==> src/rtl/prt_rx_ingress.sv <==
// rtl/prt_rx_ingress.sv - MAC receive framer that claims, fills and commits/aborts PRT slots
// Bytes reach the PRT two cycles after acceptance; the commit/runt decision lands one cycle after the last write.
module prt_rx_ingress #(
    parameter int SLOT_W    = 2,
    parameter int MIN_BYTES = 64,
    parameter int MAX_BYTES = 1518,
    parameter int TIMEOUT   = 16,
    parameter int CNT_W     = 16
) (
    input  logic              clk_i,
    input  logic              rst_n_i,
    input  logic              in_valid_i,
    input  logic [7:0]        in_data_i,
    input  logic              in_last_i,
    input  logic              prt_slot_free_i,
    input  logic [SLOT_W-1:0] prt_wr_slot_i,
    output logic              start_wr_prt_o,
    output logic              wr_en_o,
    output logic [7:0]        wr_data_o,
    output logic              finish_wr_prt_o,
    output logic              inv_slot_o,
    output logic [SLOT_W-1:0] inv_slot_idx_o,
    output logic              frame_done_valid_o,
    output logic [SLOT_W-1:0] frame_done_slot_o,
    output logic [15:0]       frame_done_len_o,
    output logic [CNT_W-1:0]  frames_ok_cnt_o,
    output logic [CNT_W-1:0]  frames_drop_cnt_o,
    output logic              busy_o
);

    localparam int GAP_W = $clog2(TIMEOUT + 1);
    localparam logic [15:0]      MIN_LEN  = 16'(MIN_BYTES);
    localparam logic [15:0]      MAX_LEN  = 16'(MAX_BYTES);
    localparam logic [GAP_W-1:0] GAP_LAST = GAP_W'(TIMEOUT - 1);

    typedef enum logic [1:0] {S_IDLE, S_WRITE, S_DROP, S_HOLDOFF} state_t;

    state_t            state_q, state_d;
    logic [15:0]       len_q, len_d;
    logic [SLOT_W-1:0] slot_q, slot_d;
    logic [GAP_W-1:0]  gap_q, gap_d;
    logic              hold_q, hold_d;
    logic              pend_q, pend_d;

    logic              start_d, fwd_d, abort_d, commit_d, drop_inc_d;
    logic [15:0]       len_inc;

    logic              s1_wr_q;
    logic [7:0]        s1_data_q;
    logic              ab1_q;
    logic              c1_q, c2_q;

    logic              start_q, wr_en_q, finish_q, inv_q;
    logic [7:0]        wr_data_q;
    logic [SLOT_W-1:0] inv_idx_q, fd_slot_q;
    logic [15:0]       fd_len_q;
    logic [CNT_W-1:0]  ok_cnt_q, drop_cnt_q;

    logic              commit_ok, commit_bad, inv_next;

    assign len_inc = len_q + 16'd1;

    always_comb begin
        state_d    = state_q;
        len_d      = len_q;
        slot_d     = slot_q;
        gap_d      = gap_q;
        hold_d     = hold_q;
        pend_d     = pend_q;
        start_d    = 1'b0;
        fwd_d      = 1'b0;
        abort_d    = 1'b0;
        commit_d   = 1'b0;
        drop_inc_d = 1'b0;
        case (state_q)
            S_IDLE: begin
                if (in_valid_i) begin
                    if (in_last_i) begin
                        drop_inc_d = 1'b1;
                        hold_d     = 1'b0;
                        state_d    = S_HOLDOFF;
                    end else if (prt_slot_free_i) begin
                        start_d = 1'b1;
                        fwd_d   = 1'b1;
                        slot_d  = prt_wr_slot_i;
                        len_d   = 16'd1;
                        gap_d   = '0;
                        state_d = S_WRITE;
                    end else begin
                        pend_d  = 1'b1;
                        state_d = S_DROP;
                    end
                end
            end
            S_WRITE: begin
                if (in_valid_i) begin
                    gap_d = '0;
                    if (len_q == MAX_LEN) begin
                        // Oversize: counted here so the trailing in_last is not counted again
                        abort_d    = 1'b1;
                        drop_inc_d = 1'b1;
                        pend_d     = 1'b0;
                        hold_d     = 1'b0;
                        state_d    = in_last_i ? S_HOLDOFF : S_DROP;
                    end else begin
                        len_d = len_inc;
                        fwd_d = 1'b1;
                        if (in_last_i) begin
                            commit_d   = 1'b1;
                            drop_inc_d = (len_inc < MIN_LEN);
                            hold_d     = 1'b0;
                            state_d    = S_HOLDOFF;
                        end
                    end
                end else if (gap_q == GAP_LAST) begin
                    abort_d    = 1'b1;
                    drop_inc_d = 1'b1;
                    pend_d     = 1'b0;
                    state_d    = S_DROP;
                end else begin
                    gap_d = gap_q + GAP_W'(1);
                end
            end
            S_DROP: begin
                if (in_valid_i && in_last_i) begin
                    drop_inc_d = pend_q;
                    pend_d     = 1'b0;
                    hold_d     = 1'b0;
                    state_d    = S_HOLDOFF;
                end
            end
            S_HOLDOFF: begin
                // Two quiet cycles keep the previous frame's commit pulse clear of a new start
                if (in_valid_i) begin
                    hold_d = 1'b0;
                    if (in_last_i) begin
                        drop_inc_d = 1'b1;
                    end else begin
                        pend_d  = 1'b1;
                        state_d = S_DROP;
                    end
                end else if (hold_q) begin
                    state_d = S_IDLE;
                end else begin
                    hold_d = 1'b1;
                end
            end
            default: state_d = S_IDLE;
        endcase
    end

    // len_q and slot_q stay stable until a new frame is claimed, which cannot precede the commit stage
    assign commit_ok  = c2_q && (len_q >= MIN_LEN);
    assign commit_bad = c2_q && (len_q < MIN_LEN);
    assign inv_next   = ab1_q || commit_bad;

    always_ff @(posedge clk_i or negedge rst_n_i) begin
        if (!rst_n_i) begin
            state_q    <= S_IDLE;
            len_q      <= '0;
            slot_q     <= '0;
            gap_q      <= '0;
            hold_q     <= 1'b0;
            pend_q     <= 1'b0;
            s1_wr_q    <= 1'b0;
            s1_data_q  <= '0;
            ab1_q      <= 1'b0;
            c1_q       <= 1'b0;
            c2_q       <= 1'b0;
            start_q    <= 1'b0;
            wr_en_q    <= 1'b0;
            wr_data_q  <= '0;
            finish_q   <= 1'b0;
            inv_q      <= 1'b0;
            inv_idx_q  <= '0;
            fd_slot_q  <= '0;
            fd_len_q   <= '0;
            ok_cnt_q   <= '0;
            drop_cnt_q <= '0;
        end else begin
            state_q    <= state_d;
            len_q      <= len_d;
            slot_q     <= slot_d;
            gap_q      <= gap_d;
            hold_q     <= hold_d;
            pend_q     <= pend_d;
            s1_wr_q    <= fwd_d;
            s1_data_q  <= fwd_d ? in_data_i : 8'd0;
            ab1_q      <= abort_d;
            c1_q       <= commit_d;
            c2_q       <= c1_q;
            start_q    <= start_d;
            wr_en_q    <= s1_wr_q;
            wr_data_q  <= s1_wr_q ? s1_data_q : 8'd0;
            finish_q   <= commit_ok;
            inv_q      <= inv_next;
            inv_idx_q  <= inv_next ? slot_q : '0;
            fd_slot_q  <= commit_ok ? slot_q : '0;
            fd_len_q   <= commit_ok ? len_q : 16'd0;
            if (commit_ok && (ok_cnt_q != {CNT_W{1'b1}})) begin
                ok_cnt_q <= ok_cnt_q + CNT_W'(1);
            end
            if (drop_inc_d && (drop_cnt_q != {CNT_W{1'b1}})) begin
                drop_cnt_q <= drop_cnt_q + CNT_W'(1);
            end
        end
    end

    assign start_wr_prt_o     = start_q;
    assign wr_en_o            = wr_en_q;
    assign wr_data_o          = wr_data_q;
    assign finish_wr_prt_o    = finish_q;
    assign inv_slot_o         = inv_q;
    assign inv_slot_idx_o     = inv_idx_q;
    assign frame_done_valid_o = finish_q;
    assign frame_done_slot_o  = fd_slot_q;
    assign frame_done_len_o   = fd_len_q;
    assign frames_ok_cnt_o    = ok_cnt_q;
    assign frames_drop_cnt_o  = drop_cnt_q;
    assign busy_o             = (state_q != S_IDLE);

endmodule

==> config.mk <==
export PLATFORM = sky130hd
export DESIGN_NAME = prt_rx_ingress
export DESIGN_NICKNAME = d
export VERILOG_FILES = /design/src/rtl/prt_rx_ingress.sv
export SDC_FILE = /design/constraint.sdc
export NUM_CORES = 1
export LEC_CHECK = 0
export BUFFER_PORTS_ARGS = -buffer_cell sky130_fd_sc_hd__buf_4
export CAP_MARGIN = 20
export CORE_MARGIN = 4
export CORE_UTILIZATION = 40
export CTS_BUF_LIST = sky130_fd_sc_hd__clkbuf_8
export CTS_CLUSTER_SIZE = 28
export DETAILED_ROUTE_END_ITERATION = 8
export PLACE_DENSITY = 0.62
export SYNTH_ARGS = -nofsm -noshare
export SYNTH_HDL_FRONTEND = slang
export SYNTH_SLANG_ARGS = --single-unit
export TNS_END_PERCENT = 20
==> constraint.sdc <==
create_clock -name clk_i -period 2.51 [get_ports clk_i]
set_input_delay 0.753 -clock clk_i [delete_from_list [all_inputs] [get_ports clk_i]]
set_output_delay 0.753 -clock clk_i [all_outputs]
set_load 0.005 [all_outputs]
======== Word level (Yosys, flattened, before mapping) ========
Cells that the tools add are included.
storage, ports and cells
  register bits after elaboration ......... 103
  word-level logic and storage cells ...... 134
cells by class
  add/subtract/negate cells ............... 4
  magnitude comparators ................... 3
  eq/ne operators ......................... 22
  mux-type cells .......................... 67
  bitwise gates (word level) .............. 1
  reductions and logical operators ........ 16
operators by type and width
  cell                     count
  $mux W16                 6
  $add A16 B1 Y16 const B  3
  $mux W1                  34
  $lt A16 B7 Y1 const B    2
  $ne A16 B16 Y1 const B   2
  $pmux W16 S2             1
  $mux W2                  13
  $mux W5                  5
  $ne A2 B2 Y1 const B     9
  $eq A16 B11 Y1 const B   1
  $ge A16 B7 Y1 const B    1
  $mux W8                  2
  $ne A3 B3 Y1 const B     5
  $reduce_and A6 Y1        2
  $pmux W5 S2              1
  $pmux W1 S4              2
  $pmux W2 S4              1
  $reduce_and A8 Y1        1
  $add A5 B1 Y5 const B    1
  $eq A5 B4 Y1 const B     1
  $logic_and A1 B1 Y1      5
  $reduce_and A5 Y1        1
  $eq A2 B2 Y1 const B     2
  $ne A4 B4 Y1 const B     1
  other kinds (10)         11

======== Logic depth before layout (Yosys ltp) ========
Gate-level depths: netlist of the first run.
  word-level depth ........................ 7
  depth in mapped cells ................... 10
  depth with buffers taken out ............ 10

======== Least setup slack after synthesis of the first run ========
No wires, ideal clock.
  path kind ............................... input to register
  start ................................... in in_last_i
  end ..................................... reg drop_cnt_q[8], in the netlist frames_drop_cnt_o[8]
  setup time .............................. 0.124 ns
  arrival time ............................ 2.134 ns
  required time ........................... 2.386 ns
  path slack .............................. 0.252 ns
  stages .................................. 9
  cell sequence ........................... clkbuf_1 > inv_1 > a211o_1 > a31oi_1 > a31oi_2 > a31oi_4 > buf_6 > nand3_1 > xnor2_1
on the way
  cells in the longest elaborated chain, start to end .. 5
RTL lines
  what                   RTL line  RTL
  from (decl)            14        input logic in_last_i,
  $mux W1                108       if (in_last_i) begin
  $mux W1                98        if (len_q == MAX_LEN) begin
  $mux W1                96        if (in_valid_i) begin
  $pmux W1 S3 *          75        case (state_q)
  $logic_and A1 B1 Y1 *  203       if (drop_inc_d && (drop_cnt_q != {CNT_W{1'b1}})) begin
  to (signal assigned)   204       drop_cnt_q <= drop_cnt_q + CNT_W'(1);
  to (decl)              57        logic [CNT_W-1:0] ok_cnt_q, drop_cnt_q;
Every way passes the cells marked *; elsewhere a longest branch is shown, timed or not.
A chain may end at the register's enable or synchronous reset.

======== Worst setup path in the final report of the first run ========
  start ................................... reg len_q[8]
  end ..................................... reg drop_cnt_q[1], in the netlist frames_drop_cnt_o[1]
on the way
  cells in the longest elaborated chain, start to end .. 7
RTL lines
  what                    RTL line  RTL
  from (decl)             39        logic [15:0] len_q, len_d;
  from (signal assigned)  182       len_q <= len_d;
  $add A16 B1 Y16         61        assign len_inc = len_q + 16'd1;
  $lt A16 B7 Y1           110       drop_inc_d = (len_inc < MIN_LEN);
  $mux W1                 108
  $mux W1 *               98
  $mux W1 *               96
  $pmux W1 S3 *           75
  $logic_and A1 B1 Y1 *   203
Marks and branches as above.

==> results of run 1 <==
[what timing repair did]
action | 4_1_cts | 5_1_grt
endpoints found under the setup margin | 0 | 15
buffers inserted | 0 | 1
gates resized for setup | 0 | 6
[per-stage QoR]
stage	total power [mW]	instance area [um2]	setup TNS, ns	utilization [%]
finish	3.96	5820	0	51.2
global route	4.23	5820	-0.0242	51.2
CTS	3.97	5770	0	50.8
detailed placement	2.97	5590	0	49.1
global placement	2.94	5590	0	49.1
floorplan	2.58	4630	0	-
[kinds of logic after synthesis]
family          after synthesis  share of synthesized area (%)
simple gates                182                           20.8
flops                       103                           55.6
compound gates               60                           8.73
xor+xnor                     39                           7.37
buf+inv                      31                           3.11
fa+ha+maj                    11                           2.97
mux                           6                           1.40
[state kept, by name, summed over array words and instances, names as in the netlist, 2 cells and up]
signal / cells
frame_done_len_o: 16
frames_drop_cnt_o: 16
frames_ok_cnt_o: 16
len_q: 16
s1_data_q: 8
wr_data_o: 8
gap_q: 5
frame_done_slot_o: 2
inv_slot_idx_o: 2
slot_q: 2
state_q: 2
[layout make-up]
| class | count | share of cell area (%) |
|---|---|---|
| multi-input cells | 298 | 33.4 |
| well taps | 143 | 3.07 |
| flip-flops and latches | 103 | 44.3 |
| clock inverters | 7 | 1.03 |
| clock buffers | 9 | 2.13 |
| repair buffers | 114 | 15.1 |
| inverters | 16 | 1.03 |
[report_power, final]
| part | total (mW) | internal [mW] | switching, mW |
|---|---|---|---|
| Combinational | 0.988 | 0.458 | 0.530 |
| Clock | 0.986 | 0.378 | 0.608 |
| Sequential | 1.99 | 1.83 | 0.160 |
| Total | 3.96 | 2.66 | 1.30 |
[final timing paths]
path	from	to	slack, ns	cells past startpoint
max in group asynchronous	rst_n_i	state_q[1]$_DFFE_PN0P_	1.67	2
min reg2reg	c1_q$_DFF_PN0_	c2_q$_DFF_PN0_	0.36	0
min in group clk_i	c1_q$_DFF_PN0_	c2_q$_DFF_PN0_	0.36	0
max	len_q[8]$_DFFE_PN0P_	frames_drop_cnt_o[1]$_DFFE_PN0P_	0.10	9
min	rst_n_i	frames_ok_cnt_o[5]$_DFFE_PN0P_	0.27	1
max reg2reg	len_q[8]$_DFFE_PN0P_	frames_drop_cnt_o[1]$_DFFE_PN0P_	0.10	9
[layout by cell type (no fill, tap or decap), types with 9 or more instances in the layout]
cell type and n:
and3_1 13, clkbuf_8 9, nand2_1 34, nor2_1 32
nand3_1 22, xnor2_1 26, and2_1 35, ha_1 11
dfrtp_1 103, o21ai_0 23, xor2_1 13, inv_1 16
nand4_1 12, buf_4 112
[metal layers]
layer	wire, um	global-route usage (%)
met5	0	0
met4	221	6.73
met3	601	3.34
met2	4900	26.2
met1	4190	19.7
[worst register-to-register path: stages (launching register included)]
cell	delay (ns)
dfrtp_1	0.42
nand4_2	0.22
nor3_1	0.37
buf_4	0.19
nor3_1	0.05
o221a_2	0.26
a31oi_2	0.29
a31oi_4	0.07
buf_12	0.17
mux2_2	0.27
==> reports/metrics.csv, run 1 <==
stage,metric,value,unit
status,status,"finished, final reports clean",
timing,relSlewSlack,62.0,%
grt,grt_pass1_wl,16.7,mm
layout,areaGrowthSynthToFinish,25.7,%
drt,dr.pass1.iters,4,
yosys,syn_avg_cell_area,10.7,um2
drt,wl,9.91,mm
layout,insertedDiodeCount,0,
yosys,yosys_warnings,0,
cts,clock_path_buffers,2,
layout,final-seq-area,0.00258,mm2
die,io_pins,81,
yosys,ys_seq_elements,103,
yosys,synth-edff-count,0,
die,fp-row-count,39,
timing,fmaxAchievable,416,MHz
yosys,synth_ff_type,dfrtp_1,
yosys,yosysTopAreaCell,dfrtp_1,
layout,drive_gt1_share,26.7,%
grt,first_global_vias,3545,
die,start_util,40.7,%
setup_path,slowest_stage,dfrtp_1,
setup_path,cp-end-kind,flip-flop,
grt,grt_max_degree,43,
die,core_area,0.0114,mm2
timing,hold_viol_final,0,
pwr,irDropWorstVdd,0.365,mV
cts,cts_num_sinks,103,
yosys,synthArstFlopShare,100,%
pwr,p_per_area,680,mW/mm2
cts,clk_latency,0.38,ns
cts,cts_hold_buf,0,
yosys,yosys.area.top_type_share,55.6,%
setup_path,cpMostUsedCell,nor3_1,
die,fp.dieArea,0.0134,mm2
grt,grt-ovfl-total,0,
placement,io_buffer_count,80,
die,fp.dieH,116,um
cts,cts.htree.levels,3,
setup_path,path_max_fanout,14,
placement,dp.cells,673,
yosys,ys_top_cells_by_count,"dfrtp_1 (103), and2_1 (35), nand2_1 (34)",
timing,min_period,2.41,ns
placement,hpwl,7.34,mm
min_path,min_path_type,in2async,
timing,fin_ws,0.104,ns
setup_path,cp_slowest_stage_delay,0.42,ns
yosys,yosysSeqAreaShare,55.6,%
drt,num_vias,3516,
drt,vias_per_cell,5.10,
grt,antenna_found_initial,0,
yosys,syn_nets,458,
layout,final_cells,690,
yosys,ys_top_cells_by_area,"dfrtp_1 (56%), xnor2_1 (4.9%), and2_1 (4.7%)",
timing,maxSlewViolCount,0,
cts,root_buffer,clkbuf_8,
yosys,syn_inst,432,
cts,path_clk_slew,0.10,ns
setup_path,path_class,reg2reg,
placement,place.gp.congestion,0.910,
layout,multi_input_comb_area,0.00194,mm2
yosys,synth_cell_types,48,
layout,fill_cells,1032,
drt,drt_iter0_markers,201,
placement,dp_slack,0.0262,ns
timing,fin_crit_sh,95.9,%
timing,whs,0.271,ns
setup_path,path_cells,nand4_2 > nor3_1 > buf_4 > nor3_1 > o221a_2 > a31oi_2 > a31oi_4 > buf_12 > mux2_2,
drt,post-route-drc-count,0,
setup_path,cp.arrival,2.67,ns
grt,grt_use_total,15.7,%
timing,fin_skew,0.0125,ns
yosys,yosysMostFrequentCell,dfrtp_1,
pwr,p_leak,2.89,nW
cts,cts_tree,built,
yosys,netlist_area,0.00463,mm2
setup_path,crit_required,2.78,ns
setup_path,path_buf_inv,2,
drt,ant_nets,0,
die,die_w,116,um
layout,fin_nets,568,
timing,setup_viol,0,
setup_path,critPathTopFamily,simple AND/OR/NAND/NOR gates,
cts,cts_inserted_buffers,9,
drt,wire_per_inst,14.4,um
setup_path,worstSetupStartpointType,flip-flop,
flow_run,cap_violations,0,
timing,worst_pin_slew,0.570,ns
Note: power is estimated with default switching activity, not from simulation.
==> run 2, diff against run 1 <==
--- a/config.mk
+++ b/config.mk
@@ -5,7 +5,7 @@
 export SDC_FILE = /design/constraint.sdc
 export NUM_CORES = 1
 export LEC_CHECK = 0
-export BUFFER_PORTS_ARGS = -buffer_cell sky130_fd_sc_hd__buf_4
+export BUFFER_PORTS_ARGS = -buffer_cell sky130_fd_sc_hd__buf_2
 export CAP_MARGIN = 20
 export CORE_MARGIN = 4
 export CORE_UTILIZATION = 40
==> constraint.sdc (replaced) <==
create_clock -name clk_i -period 3 [get_ports clk_i]
set_input_delay 0.9 -clock clk_i [delete_from_list [all_inputs] [get_ports clk_i]]
set_output_delay 0.9 -clock clk_i [all_outputs]
set_load 0.005 [all_outputs]
==> reports/metrics.csv, run 2 (same netlist as run 1, synthesis figures left out) <==
stage,metric,value,unit
drt,ant_nets,0,
timing,whs,0.357,ns
cts,cts_num_sinks,103,
flow_run,cap_violations,0,
timing,fmaxAchievable,364,MHz
layout,fin_area,0.00540,mm2
drt,wire_per_inst,14.1,um
layout,final_cells,661,
placement,place.gp.congestion,0.859,
placement,dp.cells,645,
setup_path,cp.arrival,3.00,ns
pwr,p_per_area,607,mW/mm2
grt,grt-ovfl-total,0,
min_path,min_path_type,reg2reg,
timing,worst_pin_slew,0.743,ns
setup_path,worstSetupStartpointType,flip-flop,
placement,dpl-instance-area,0.00518,mm2
die,start_util,40.7,%
timing,tns,0,ns
pwr,p_leak,2.74,nW
layout,areaGrowthSynthToFinish,16.5,%
setup_path,cp-end-kind,flip-flop,
status,status,"finished, final reports clean",
cts,cts_tree,built,
drt,vias_per_cell,5.15,
drt,drt_iter0_markers,197,
cts,clk_latency,0.37,ns
layout,drive_gt1_share,21.6,%
cts,root_buffer,clkbuf_8,
drt,wl,9.31,mm
grt,grt_max_degree,54,
drt,dr.pass1.iters,4,
timing,hold_viol_final,0,
die,io_pins,81,
layout,fill_cells,1061,
die,fp-row-count,39,
die,fp.dieH,116,um
timing,min_period,2.75,ns
cts,cts_hold_buf,0,
timing,fin_skew,0.0125,ns
drt,num_vias,3403,
layout,layout_common_cells,"dfrtp_1 (102), buf_2 (79), and2_1 (35)",
grt,grt_use_total,14.7,%
pwr,total_power,3.28,mW
grt,grt_pass1_wl,15.8,mm
timing,setup_viol,0,
cts,cts.htree.levels,3,
die,die_w,116,um
setup_path,crit_required,3.26,ns
layout,final_util,47.5,%
die,core_area,0.0114,mm2
timing,fin_crit_sh,91.5,%
timing,rsz0062_at_grt,no,
grt,first_global_vias,3234,
placement,dp_slack,0.295,ns
placement,io_buffer_count,80,
layout,fin_nets,539,
timing,maxSlewViolCount,0,
layout,layout_commonest_cell,dfrtp_1,
timing,relSlewSlack,50.3,%
timing,fin_ws,0.255,ns
cts,path_clk_slew,0.10,ns
cts,cts_inserted_buffers,9,
pwr,irDropWorstVdd,0.306,mV
die,fp.dieArea,0.0134,mm2
grt,antenna_found_initial,0,
cts,clock_path_buffers,2,
drt,post-route-drc-count,0,
placement,hpwl,6.72,mm
setup_path,path_max_fanout,14,
layout,insertedDiodeCount,0,
setup_path,path_class,reg2reg,
-- run 2: layout make-up --
class                           count  area (um2)  share of cell area, %
Clock buffer                       11         151                   2.80
Sequential cell                   103        2580                   47.8
Tap cell                          143         179                   3.31
Inverter                           16        60.1                   1.11
Multi-Input combinational cell    298        1910                   35.4
Clock inverter                      5        65.1                   1.21
Timing Repair Buffer               85         453                   8.39
-- run 2: metal layers --
| layer | track usage, % | wire [um] | up-vias |
|---|---|---|---|
| met3 | 3.86 | 584 | 5 |
| li1 | - | - | 1634 |
| met1 | 20.3 | 4200 | 1671 |
| met4 | 4.56 | 94 | 0 |
| met2 | 22.8 | 4430 | 93 |
| met5 | 0 | 0 | - |
-- run 2: repair_timing --
item                                    in CTS  in global routing
buffers inserted                             0                  0
endpoints found under the setup margin       0                  2
gates resized for setup                      0                  1
-- run 2: path summary, 6_finish.rpt --
path | start | endpoint | slack (ns) | depth (start not counted)
min in group asynchronous | rst_n_i | frames_ok_cnt_o[3]$_DFFE_PN0P_ | 0.48 | 1
max in group asynchronous | rst_n_i | len_q[15]$_DFFE_PN0P_ | 1.87 | 2
max reg2reg | len_q[10]$_DFFE_PN0P_ | frames_drop_cnt_o[1]$_DFFE_PN0P_ | 0.25 | 7
min reg2reg | c1_q$_DFF_PN0_ | c2_q$_DFF_PN0_ | 0.36 | 0
max | len_q[10]$_DFFE_PN0P_ | frames_drop_cnt_o[1]$_DFFE_PN0P_ | 0.25 | 7
min | c1_q$_DFF_PN0_ | c2_q$_DFF_PN0_ | 0.36 | 0
-- run 2: worst max-delay path, cell delays in order (launching register included) --
cell	delay [ns]
dfrtp_1	0.58
nand4_1	0.23
nor4_1	0.42
xnor2_1	0.20
o2111a_1	0.25
a31oi_2	0.18
a31oi_4	0.40
mux2_2	0.38
-- run 2: power by group --
part,internal [mW],switching (mW)
Clock,0.439,0.479
Sequential,1.53,0.132
Combinational,0.291,0.407
Total,2.26,1.02
==> run 3, diff against run 2 <==
--- a/config.mk
+++ b/config.mk
@@ -13,6 +13,7 @@
 export CTS_CLUSTER_SIZE = 28
 export DETAILED_ROUTE_END_ITERATION = 8
 export PLACE_DENSITY = 0.62
+export SETUP_SLACK_MARGIN = 0.4
 export SYNTH_ARGS = -nofsm -noshare
 export SYNTH_HDL_FRONTEND = slang
 export SYNTH_SLANG_ARGS = --single-unit
==> reports/metrics.csv, run 3 (same netlist as run 1, synthesis figures left out) <==
stage,metric,value,unit
die,fp-row-count,39,
drt,vias_per_cell,5.13,
setup_path,critPathTopFamily,compound AO/OA/AOI/OAI gates,
drt,wl,9.41,mm
pwr,irDropWorstVdd,0.307,mV
drt,drt_iter0_markers,184,
layout,fill_cells,1047,
layout,fin_nets,546,
setup_path,path_buf_inv,2,
flow_run,cap_violations,0,
cts,cts_inserted_buffers,9,
drt,num_vias,3428,
cts,cts_tree,built,
timing,fin_crit_sh,87.6,%
cts,clock_path_buffers,2,
status,status,"finished, final reports clean",
timing,fmaxAchievable,380,MHz
layout,final_util,48.4,%
pwr,p_leak,2.77,nW
drt,ant_nets,0,
timing,fin_skew,0.0122,ns
placement,hpwl,6.72,mm
grt,antenna_found_initial,0,
layout,insertedDiodeCount,0,
drt,wire_per_inst,14.1,um
timing,setup_viol,0,
die,io_pins,81,
cts,clk_latency,0.37,ns
die,start_util,40.7,%
setup_path,cp_slowest_stage_delay,0.43,ns
setup_path,cp-end-kind,flip-flop,
timing,relSlewSlack,59.8,%
die,fp.dieArea,0.0134,mm2
die,core_area,0.0114,mm2
placement,place.gp.congestion,0.859,
timing,worst_pin_slew,0.595,ns
cts,path_clk_slew,0.10,ns
layout,multi_input_comb_area,0.00195,mm2
cts,cts_num_sinks,103,
setup_path,crit_required,3.27,ns
timing,tns,0,ns
die,die_w,116,um
grt,grt_pass1_wl,15.8,mm
setup_path,slowest_stage,dfrtp_1,
grt,grt_max_degree,54,
drt,post-route-drc-count,0,
layout,layout_common_cells,"dfrtp_1 (99), buf_2 (79), and2_1 (35)",
setup_path,path_cells,ha_2 > nand4_1 > nor4_2 > xnor2_1 > o2111a_1 > a31oi_4 > a31oi_4 > buf_4 > buf_4 > nand2_1 > a21o_1,
grt,first_global_vias,3244,
timing,hold_viol_final,0,
min_path,min_path_type,reg2reg,
layout,areaGrowthSynthToFinish,18.8,%
timing,rsz0062_at_grt,yes,
grt,grt-ovfl-total,0,
setup_path,worstSetupStartpointType,flip-flop,
drt,dr.pass1.iters,5,
layout,drive_gt1_share,24.6,%
setup_path,path_max_fanout,5,
die,fp.dieH,116,um
timing,maxSlewViolCount,0,
pwr,p_per_area,606,mW/mm2
setup_path,path_class,reg2reg,
placement,io_buffer_count,80,
layout,layout_commonest_cell,dfrtp_1,
layout,final-seq-area,0.00258,mm2
grt,grt_use_total,14.7,%
cts,cts.htree.levels,3,
timing,min_period,2.63,ns
cts,cts_hold_buf,0,
cts,root_buffer,clkbuf_8,
setup_path,cp.arrival,2.90,ns
run 3: what timing repair did:
item | CTS | global route
endpoints found under the setup margin | 21 | 28
resized for setup | 2 | 13
endpoints found under the hold margin | 0 | 0
setup buffers | 3 | 4
pin swaps | 0 | 6
run 3: stage by stage:
| step | worst slack [ns] | total power, mW | area [um2] | cells | hold slack [ns] |
|---|---|---|---|---|---|
| after CTS | 0.317 | 3.35 | 5430 | 664 | 0.359 |
| after floorplan | 0.595 | 2.16 | 4630 | 432 | 0.331 |
| after global placement | 0.359 | 2.38 | 5180 | 645 | 0.337 |
| after detailed placement | 0.295 | 2.40 | 5180 | 645 | 0.335 |
| after global routing | 0.238 | 3.56 | 5500 | 668 | 0.384 |
| final | 0.372 | 3.34 | 5500 | 668 | 0.357 |
run 3: final cells by class:
| class | count | area share (%) |
|---|---|---|
| Tap cell | 143 | 3.25 |
| Clock buffer | 11 | 2.75 |
| Timing Repair Buffer | 92 | 9.32 |
| Multi-Input combinational cell | 298 | 35.5 |
| Inverter | 16 | 1.09 |
| Clock inverter | 5 | 1.18 |
| Sequential cell | 103 | 46.9 |
run 3: worst paths after layout:
| path | start | to | slack (ns) | cells past startpoint |
|---|---|---|---|---|
| worst max-delay path | len_q[0]$_DFFE_PN0P_ | frames_drop_cnt_o[4]$_DFFE_PN0P_ | 0.37 | 11 |
| worst min-delay path | c1_q$_DFF_PN0_ | c2_q$_DFF_PN0_ | 0.36 | 0 |
| worst max register to register | len_q[0]$_DFFE_PN0P_ | frames_drop_cnt_o[4]$_DFFE_PN0P_ | 0.37 | 11 |
| worst min register to register | c1_q$_DFF_PN0_ | c2_q$_DFF_PN0_ | 0.36 | 0 |
| max in group asynchronous | rst_n_i | len_q[1]$_DFFE_PN0P_ | 1.86 | 2 |
| min in group asynchronous | rst_n_i | frames_ok_cnt_o[3]$_DFFE_PN0P_ | 0.47 | 1 |
run 3: routing by layer:
metal  vias to the layer above  global-route usage (%)  share of wire (%)  wire length, um
met3                        13                    3.81                5.9              552
met4                         0                    4.64                1.5              141
met1                      1675                    20.3                 46             4300
li1                       1649                       -                  -                -
met2                        91                    22.9                 47             4420
met5                         -                       0                  0                0
run 3: power by group:
part	total (mW)	internal, mW	switching, mW	leakage (nW)
clock network	0.917	0.439	0.479	0.110
logic	0.758	0.330	0.428	1.27
registers	1.66	1.53	0.133	1.40
run 3: worst register-to-register path, delay by kind of cell, from the launching register on:
kind	cells	cell delay (ns)
compound gates	4	0.82
xor+xnor	1	0.19
fa+ha+maj	1	0.23
buf+inv	2	0.24
flops	1	0.43
simple gates	3	0.62
